--- src/rtl/muldiv_iter.sv ---
// Iterative RV64M multiply/divide unit for the Execute stage.
// The unit uses radix-2 shift-add multiply and restoring divide on operand magnitudes.
// The sign is corrected after the last iteration. Divide-by-zero and signed overflow
// finish in one cycle. A flush or reset abandons any operation in flight.
module muldiv_iter #(
  parameter int unsigned XLEN = 64
) (
  input  logic            clk,
  input  logic            rst,
  input  logic            start,
  input  logic            flush,
  input  logic [2:0]      op,
  input  logic            word,
  input  logic [XLEN-1:0] rs1_data,
  input  logic [XLEN-1:0] rs2_data,
  output logic            busy,
  output logic            done,
  output logic [XLEN-1:0] result
);

  typedef enum logic [1:0] {S_IDLE, S_BUSY, S_DONE} state_t;

  state_t            state_q, state_d;
  logic [6:0]        cnt_q, cnt_d;
  logic [XLEN-1:0]   acc_q, acc_d;     // mul: high product half; div: partial remainder
  logic [XLEN-1:0]   lo_q, lo_d;       // mul: multiplier / low product; div: dividend / quotient
  logic [XLEN-1:0]   opb_q, opb_d;     // mul: multiplicand magnitude; div: divisor magnitude
  logic              is_div_q, is_div_d;
  logic              is_rem_q, is_rem_d;
  logic              word_q, word_d;
  logic              mul_hi_q, mul_hi_d;
  logic              neg_q, neg_d;
  logic [XLEN-1:0]   result_q, result_d;

  // Operand decode, evaluated in the accept cycle only
  logic              a_signed, b_signed, a_neg, b_neg;
  logic [XLEN-1:0]   a_val, b_val, a_mag, b_mag, dividend_x;
  logic              b_zero, a_most_neg, b_neg_one, spec_div0, spec_ovf;
  logic [XLEN-1:0]   spec_val;

  // Word multiplies are MULW: the low 32 bits do not depend on sign, so magnitudes are zero-extended.
  assign a_signed   = op[2] ? ~op[0] : (~word & ((op == 3'd1) | (op == 3'd2)));
  assign b_signed   = op[2] ? ~op[0] : (~word & (op == 3'd1));
  assign a_val      = word ? {{(XLEN-32){a_signed & rs1_data[31]}}, rs1_data[31:0]} : rs1_data;
  assign b_val      = word ? {{(XLEN-32){b_signed & rs2_data[31]}}, rs2_data[31:0]} : rs2_data;
  assign a_neg      = a_signed & a_val[XLEN-1];
  assign b_neg      = b_signed & b_val[XLEN-1];
  assign a_mag      = a_neg ? (~a_val + XLEN'(1)) : a_val;
  assign b_mag      = b_neg ? (~b_val + XLEN'(1)) : b_val;
  assign dividend_x = word ? {{(XLEN-32){rs1_data[31]}}, rs1_data[31:0]} : rs1_data;

  assign b_zero     = word ? (rs2_data[31:0] == '0) : (rs2_data == '0);
  assign a_most_neg = word ? (rs1_data[31:0] == 32'h8000_0000) : (rs1_data == {1'b1, {(XLEN-1){1'b0}}});
  assign b_neg_one  = word ? (rs2_data[31:0] == '1) : (rs2_data == '1);
  assign spec_div0  = op[2] & b_zero;
  assign spec_ovf   = op[2] & ~op[0] & a_most_neg & b_neg_one;
  assign spec_val   = spec_div0 ? (op[1] ? dividend_x : '1)
                                : (op[1] ? '0 : dividend_x);

  // One radix-2 step of multiply or restoring divide
  logic [XLEN:0]     mul_sum;
  logic [XLEN:0]     div_sh;
  logic              div_ok;
  logic [XLEN-1:0]   div_rem;
  logic [XLEN-1:0]   acc_it, lo_it;

  assign mul_sum = {1'b0, acc_q} + {1'b0, (lo_q[0] ? opb_q : '0)};
  assign div_sh  = {acc_q, lo_q[XLEN-1]};
  assign div_ok  = div_sh >= {1'b0, opb_q};
  // The remainder after a successful subtract is below the divisor, so the top bit can be dropped.
  assign div_rem = div_sh[XLEN-1:0] - opb_q;
  assign acc_it  = is_div_q ? (div_ok ? div_rem : div_sh[XLEN-1:0]) : mul_sum[XLEN:1];
  assign lo_it   = is_div_q ? {lo_q[XLEN-2:0], div_ok} : {mul_sum[0], lo_q[XLEN-1:1]};

  // Final sign correction and result selection from the last iteration's values
  logic [2*XLEN-1:0] prod, prod_n;
  logic [XLEN-1:0]   div_v, div_vn, final_val;

  // Select the signed/truncated result that gets registered on completion
  always_comb begin
    prod   = {acc_it, lo_it};
    prod_n = neg_q ? (~prod + (2*XLEN)'(1)) : prod;
    div_v  = is_rem_q ? acc_it : (word_q ? {{(XLEN-32){1'b0}}, lo_it[31:0]} : lo_it);
    div_vn = neg_q ? (~div_v + XLEN'(1)) : div_v;
    if (is_div_q) begin
      final_val = word_q ? {{(XLEN-32){div_vn[31]}}, div_vn[31:0]} : div_vn;
    end else if (word_q) begin
      // After 32 steps the low product word sits in the upper half of lo.
      final_val = {{(XLEN-32){lo_it[XLEN-1]}}, lo_it[XLEN-1:XLEN-32]};
    end else begin
      final_val = mul_hi_q ? prod_n[2*XLEN-1:XLEN] : prod_n[XLEN-1:0];
    end
  end

  // Next-state logic: accept, iterate, complete; flush overrides everything
  always_comb begin
    state_d  = state_q;
    cnt_d    = cnt_q;
    acc_d    = acc_q;
    lo_d     = lo_q;
    opb_d    = opb_q;
    is_div_d = is_div_q;
    is_rem_d = is_rem_q;
    word_d   = word_q;
    mul_hi_d = mul_hi_q;
    neg_d    = neg_q;
    result_d = result_q;
    unique case (state_q)
      S_IDLE: begin
        if (start && !flush) begin
          is_div_d = op[2];
          is_rem_d = op[1];
          word_d   = word;
          mul_hi_d = (op != 3'd0) && !word;
          acc_d    = '0;
          if (op[2]) begin
            lo_d  = word ? {a_mag[31:0], {(XLEN-32){1'b0}}} : a_mag;
            opb_d = b_mag;
            neg_d = op[1] ? a_neg : (a_neg ^ b_neg);
          end else begin
            lo_d  = b_mag;
            opb_d = a_mag;
            neg_d = a_neg ^ b_neg;
          end
          if (spec_div0 || spec_ovf) begin
            result_d = spec_val;
            state_d  = S_DONE;
          end else begin
            cnt_d   = word ? 7'd32 : 7'd64;
            state_d = S_BUSY;
          end
        end
      end
      S_BUSY: begin
        acc_d = acc_it;
        lo_d  = lo_it;
        cnt_d = cnt_q - 7'd1;
        if (cnt_q == 7'd1) begin
          result_d = final_val;
          state_d  = S_DONE;
        end
      end
      S_DONE:  state_d = S_IDLE;
      default: state_d = S_IDLE;
    endcase
    if (flush) begin
      state_d  = S_IDLE;
      result_d = result_q;
    end
  end

  // State and datapath registers with synchronous active-low reset
  always_ff @(posedge clk) begin
    if (!rst) begin
      state_q  <= S_IDLE;
      cnt_q    <= '0;
      acc_q    <= '0;
      lo_q     <= '0;
      opb_q    <= '0;
      is_div_q <= 1'b0;
      is_rem_q <= 1'b0;
      word_q   <= 1'b0;
      mul_hi_q <= 1'b0;
      neg_q    <= 1'b0;
      result_q <= '0;
    end else begin
      state_q  <= state_d;
      cnt_q    <= cnt_d;
      acc_q    <= acc_d;
      lo_q     <= lo_d;
      opb_q    <= opb_d;
      is_div_q <= is_div_d;
      is_rem_q <= is_rem_d;
      word_q   <= word_d;
      mul_hi_q <= mul_hi_d;
      neg_q    <= neg_d;
      result_q <= result_d;
    end
  end

  assign busy   = (state_q == S_BUSY);
  assign done   = (state_q == S_DONE);
  assign result = result_q;

endmodule

--- config.mk ---
export PLATFORM = sky130hd
export DESIGN_NAME = muldiv_iter
export DESIGN_NICKNAME = d
export VERILOG_FILES = /design/src/rtl/muldiv_iter.sv
export SDC_FILE = /design/constraint.sdc
export NUM_CORES = 2
export LEC_CHECK = 0
export CAP_MARGIN = 30
export CELL_PAD_IN_SITES_DETAIL_PLACEMENT = 0
export CELL_PAD_IN_SITES_GLOBAL_PLACEMENT = 1
export CORE_MARGIN = 2
export CORE_UTILIZATION = 38
export CTS_BUF_LIST = sky130_fd_sc_hd__clkbuf_4
export CTS_CLUSTER_DIAMETER = 40
export CTS_CLUSTER_SIZE = 40
export DETAILED_ROUTE_END_ITERATION = 8
export GPL_TIMING_DRIVEN = 1
export PLACE_DENSITY = 0.81
export SYNTH_ARGS = -nofsm -noshare
export SYNTH_HDL_FRONTEND = slang
export SYNTH_SLANG_ARGS = --single-unit
--- constraint.sdc ---
create_clock -name clk -period 7.25 [get_ports clk]
set_input_delay 1.0875 -clock clk [delete_from_list [all_inputs] [get_ports clk]]
set_output_delay 1.0875 -clock clk [all_outputs]
set_load 0.01 [all_outputs]
# == After elaboration in Yosys (flattened, before gate mapping) ==
# Index checks and enable logic that the tools add are counted.
# word_totals
output_inout_bits,66
elab_cells,114
inputBits,136
register_bits,270
# classes
eq_ne,13
bitwise_logic,20
n_reduce_logical,16
mux,46
add_sub_neg,7
n_lt_le_gt_ge,1
# op_table
cell,n
64-bit two-way mux,27
64-bit case mux with 2 select lines,3
"64-bit by 1-bit adder with 64-bit output, second input constant",3
64-bit inverter,3
"128-bit by 1-bit adder with 128-bit output, second input constant",1
"64-bit equality test, second input constant",2
128-bit two-way mux,1
128-bit inverter,1
64-bit by 64-bit adder with 65-bit output,1
65-bit by 64-bit greater-or-equal comparator with 1-bit output,1
"32-bit equality test, second input constant",2
64-bit zero test,1
64-bit subtractor,1
32-bit zero test,1
7-bit two-way mux,3
7-bit case mux with 2 select lines,1
1-bit bitwise AND,10
"7-bit by 1-bit equality test with 1-bit output, second input constant",1
1-bit two-way mux,7
"7-bit by 1-bit subtractor with 7-bit output, second input constant",1
2-bit two-way mux,3
"2-bit inequality test, second input constant",3
2-bit AND reduction,3
5-bit AND reduction,1
17 further kinds,22

# == Logic depth before layout (Yosys ltp) ==
# depth
ltp_word,13
depth_mapped,29
mapped_depth_nobuf,25

# == Worst setup path after synthesis ==
# Ideal clock, no wire load.
# synth_path
path_type,register to register
from,register opb_q[12]
to,"register result_q[40], in the netlist result[40]"
required_time_ns,7.149
stages_incl_launch_ff,28
path_buffers,2
setup_time_ns,0.101
t_arrival_ns,6.048
path_slack_ns,1.101
path_cell_list,dfxtp_1 > inv_1 > ha_1 > buf_6 > a21oi_4 > o21ai_2 > a221oi_4 > a21oi_4 > a211oi_4 > buf_6 > a31oi_4 > inv_1 > ha_1 > o21ai_0 > nor4_1 > nand4_1 > nand4bb_1 > nor3b_2 > nand2_1 > or3_1 > nor4b_1 > nand2_1 > or4_1 > o41ai_1 > xor2_1 > a21oi_1 > nor2_1 > o41ai_1
# synth_via
elab_chain_cells,11
elab_cells_between_ends,21
cone_classes,4 x add/sub; 1 x order compare; 14 x mux; 2 x bitwise
# synth_rtl
item,line_no,text
"start, declared",27,"logic [XLEN-1:0] opb_q, opb_d;"
"start signal, assigned",171,opb_q <= opb_d;
64-bit two-way mux (tied with other cells),67,"assign mul_sum = {1'b0, acc_q} + {1'b0, (lo_q[0] ? opb_q : '0)};"
64-bit by 64-bit adder with 65-bit output (tied with other cells),67,
64-bit two-way mux (on tied branches),"72, 83",
128-bit inverter or 64-bit two-way mux (tied branches),"82, 83",
128-bit by 1-bit adder with 128-bit output or 64-bit inverter (tied branches),"82, 84",
128-bit two-way mux or 64-bit by 1-bit adder with 64-bit output (tied branches),"82, 84",
64-bit two-way mux (on tied branches),"91, 84",
64-bit two-way mux (on tied branches),"87, 86",
64-bit two-way mux *,85,if (is_div_q) begin
64-bit two-way mux *,138,if (cnt_q == 7'd1) begin
64-bit case mux with 2 select lines *,108,unique case (state_q)
"end signal, assigned",177,result_q <= result_d;
"end, declared",33,"logic [XLEN-1:0] result_q, result_d;"
# Mark *: on every way between the ends. The rest lies on a longest branch, timed or not. The select of a mux whose other input is x is not followed.
# A chain may end at the register's enable or synchronous reset.

# == Worst setup path in the final report ==
# layout_path
from,register opb_q[8]
to,"register result_q[61], in the netlist result[61]"
# The elaborated chain is that of the path after synthesis.

==> flow_summary.toml <==
[placed_design]
routabilityCongestion = 1.082
place_area_sq_um = 40670
hpwlAfterDp_um = 169000
place_ws_ns = 0.3864
io_buffers = 201

[floorplanning]
die-area_sq_um = 96330
die_w_um = 310.4
core_area_sq_um = 93190
fp.dieH_um = 310.4
floorplan.initialDensity_pct = 38.27
io_pins = 202
rows = 112

[sta]
drv_slew = 0
timing.hold.ws_ns = 0.4671
hold_violations = 0
finClkSkew_ns = 0.09882
fin_setup_tns_ns = 0
finalCritPeriodShare_pct = 93.76
max_slew_margin_pct = 21.33
worst_pin_slew_ns = 1.147
rsz0062_at_grt = "false"
fmax_mhz = 147.1
setup_viol = 0
min_period_ns = 6.797
finalWorstSetupSlack_ns = 0.4527

[logic_synthesis]
async_flop_share_pct = 0
synth-simple-area-share_pct = 27.30
ys_seq_area_share_pct = 15.15
syn_area_sq_um = 35670
synth_cell_types = 114
yosys.area.top_type_share_pct = 15.15
synthFlopType = "dfxtp_1"
synthAdderAreaFrac_pct = 4.904
muxShareOfSynthArea_pct = 3.147
synth-seq-cells = 270
synth-edff-count = 0
synth_top_area_cell = "dfxtp_1"
synthXorXnorAreaFrac_pct = 7.440
synth_top_family_by_area = "compound AO/OA/AOI/OAI gates"
synth_area_leaders = "dfxtp_1 (15%), a21oi_1 (8.4%), nor2_1 (6.6%)"
syn_avg_cell_area_sq_um = 6.630
syn_nets = 5653
synth_compound_area_share_pct = 35.99
synthCells = 5380
ys_warn_count = 0

[global_routing]
grt_usage_pct = 42.98
grt.met3_usage_pct = 10.50
use_met1_pct = 57.07
grt_busiest_layer = "met2"
antenna_found_initial = 13
grt_pass1_vias = 42493
met2_usage_pct = 61.27
grt_overflow = 0
grt_pass1_wl_um = 303300
grt_max_degree = 114

[setup_path]
worstPathRequired_ns = 8.06
start_kind = "flip-flop"
critPathCaptureType = "flip-flop"
criticalPathCategory = "flip-flop to flip-flop"
crit_path_max_fanout = 6
worstPathArrival_ns = 7.61

[power_and_ir_drop]
power.share.clock_pct = 28.5
swShare_pct = 46.30
powerDensity_nw_per_um2 = 143.3
combPwrFrac_pct = 44.4
p_int_mw = 3.220
power.total_mw = 5.996
seq_power_share_pct = 27.1
power_leakage_nw = 15.84
ir_worst_vdd_uv = 107.5
switchingPower_mw = 2.776

[cts]
clk_pin_slew_ns = 0.09
insertion_delay_ns = 1.00
cts-root-buf = "clkbuf_4"
cts_tree = "yes"
cts_resized = 0
cts_max_path_buffers = 3
cts_sinks = 270
hold_buffers = 0
cts_setup_buffers = 0
htree_num_levels = 3
cts_inserted_buffers = 70

[outcome]
status = "complete, no violations"

[drt]
vias = 46758
ant_nets = 0
via_per_inst = 6.708
wl_per_cell_um = 30.70
drc = 0
totalWireLength_um = 214000
dr.pass1.iters = 8
drtIter0Drc = 6916

[run]
cap_viol_max_count = 0

[worst_hold_path]
hp-class = "flip-flop to flip-flop"

[cells_and_area]
drive_gt1_share_pct = 11.53
nets = 5926
areaGrowthSynthToFinish_pct = 17.28
fin_area_sq_um = 41830
## per-layer routing
layer  vias to the layer above  wire [um]
met5                         -         44
met4                         8      16900
met3                       619      25430
met2                      3207      85660
met1                     22315      85980
li1                      20609          -
## stage by stage
stage,utilization [%],std cells
2_1_floorplan,-,5380
3_3_place_gp,43.59,6817
3_5_place_dp,43.65,6824
4_1_cts,44.78,6952
5_1_grt,44.89,6970
6_report,44.89,6971
## placed cells by master, fill, tap and decap left out, types with 135 or more instances in the layout
master / n
nor3_1: 168
inv_1: 138
xnor2_1: 182
clkdlybuf4s50_1: 198
nand2_1: 555
o21ai_0: 422
nor2_1: 626
buf_4: 370
ha_1: 135
dfxtp_1: 264
a21oi_1: 598
a211oi_1: 142
## cell usage after synthesis, types with 33 or more instances
library cell    n
nor2_1        627
a21oi_1       599
nand2_1       555
o21ai_0       422
clkbuf_1      298
dfxtp_1       270
xnor2_1       182
nor3_1        169
a211oi_1      142
inv_1         139
ha_1          135
nand3_1       122
xor2_1        121
and2_1         94
nand4_1        87
o211ai_1       78
a31oi_1        75
mux2i_1        75
o31ai_1        70
a22oi_1        67
nor4_1         58
a21o_1         57
or3_1          57
o21a_1         56
nor2b_1        45
o221ai_1       44
buf_2          39
o22ai_1        39
buf_1          36
and3_1         34
or4_1          34
a221oi_1       33
## worst max-delay path, cell delays in order, from the launching register on
cell      delay, ns
dfxtp_1        0.36
inv_1          0.05
ha_1           0.39
nand4_1        0.38
nor2_1         0.66
a21oi_1        0.35
o311ai_0       0.91
nand3_1        0.23
a21boi_0       0.25
or4_1          0.14
nand3_1        0.36
o21a_1         0.33
or4_1          0.52
nor4_1         0.31
buf_4          0.18
nand2_1        0.13
buf_4          0.19
o41ai_1        0.41
xor2_1         0.15
a211oi_1       0.25
nor3_1         0.07
## logic make-up after synthesis
group           count (synthesis)
fa+ha+maj                     139
xor+xnor                      303
buf+inv                       535
compound gates               1992
simple gates                 2034
flops                         270
mux                           107
## power groups by stage
stage                     clock, mW  sequential [mW]  combinational, mW
after floorplan                   0             1.61               1.40
after global placement            0             1.65               2.53
after detailed placement          0             1.66               2.52
after CTS                      1.71             1.62               2.53
after global routing           1.76             1.63               2.75
final                          1.71             1.63               2.66
## final cells by class
type	count	area [sq um]
Clock buffer	76	570.5
Tap cell	1254	1569
Multi-Input combinational cell	4575	28150
Fill cell	10003	51360
Timing Repair Buffer	593	5069
Sequential cell	270	5420
Antenna cell	8	20.02
Inverter	143	548.0
Clock inverter	52	483.0
## sequential cells by signal, indices dropped and copies added, names as in the netlist
register  count
mul_hi_q      1
neg_q         1
opb_q        64
is_rem_q      1
cnt_q         7
is_div_q      1
acc_q        64
state_q       2
lo_q         64
word_q        1
result       64
## path summary, 6_finish.rpt
kind              cells after the start          to  slack [ns]       from
setup / recovery                     20  result[61]        0.45   opb_q[8]
hold / removal                        2   opb_q[38]        0.47  opb_q[38]
setup reg to reg                     20  result[61]        0.45   opb_q[8]
hold reg to reg                       2   opb_q[38]        0.47  opb_q[38]
No activity file was read; power rests on OpenSTA's default activity.
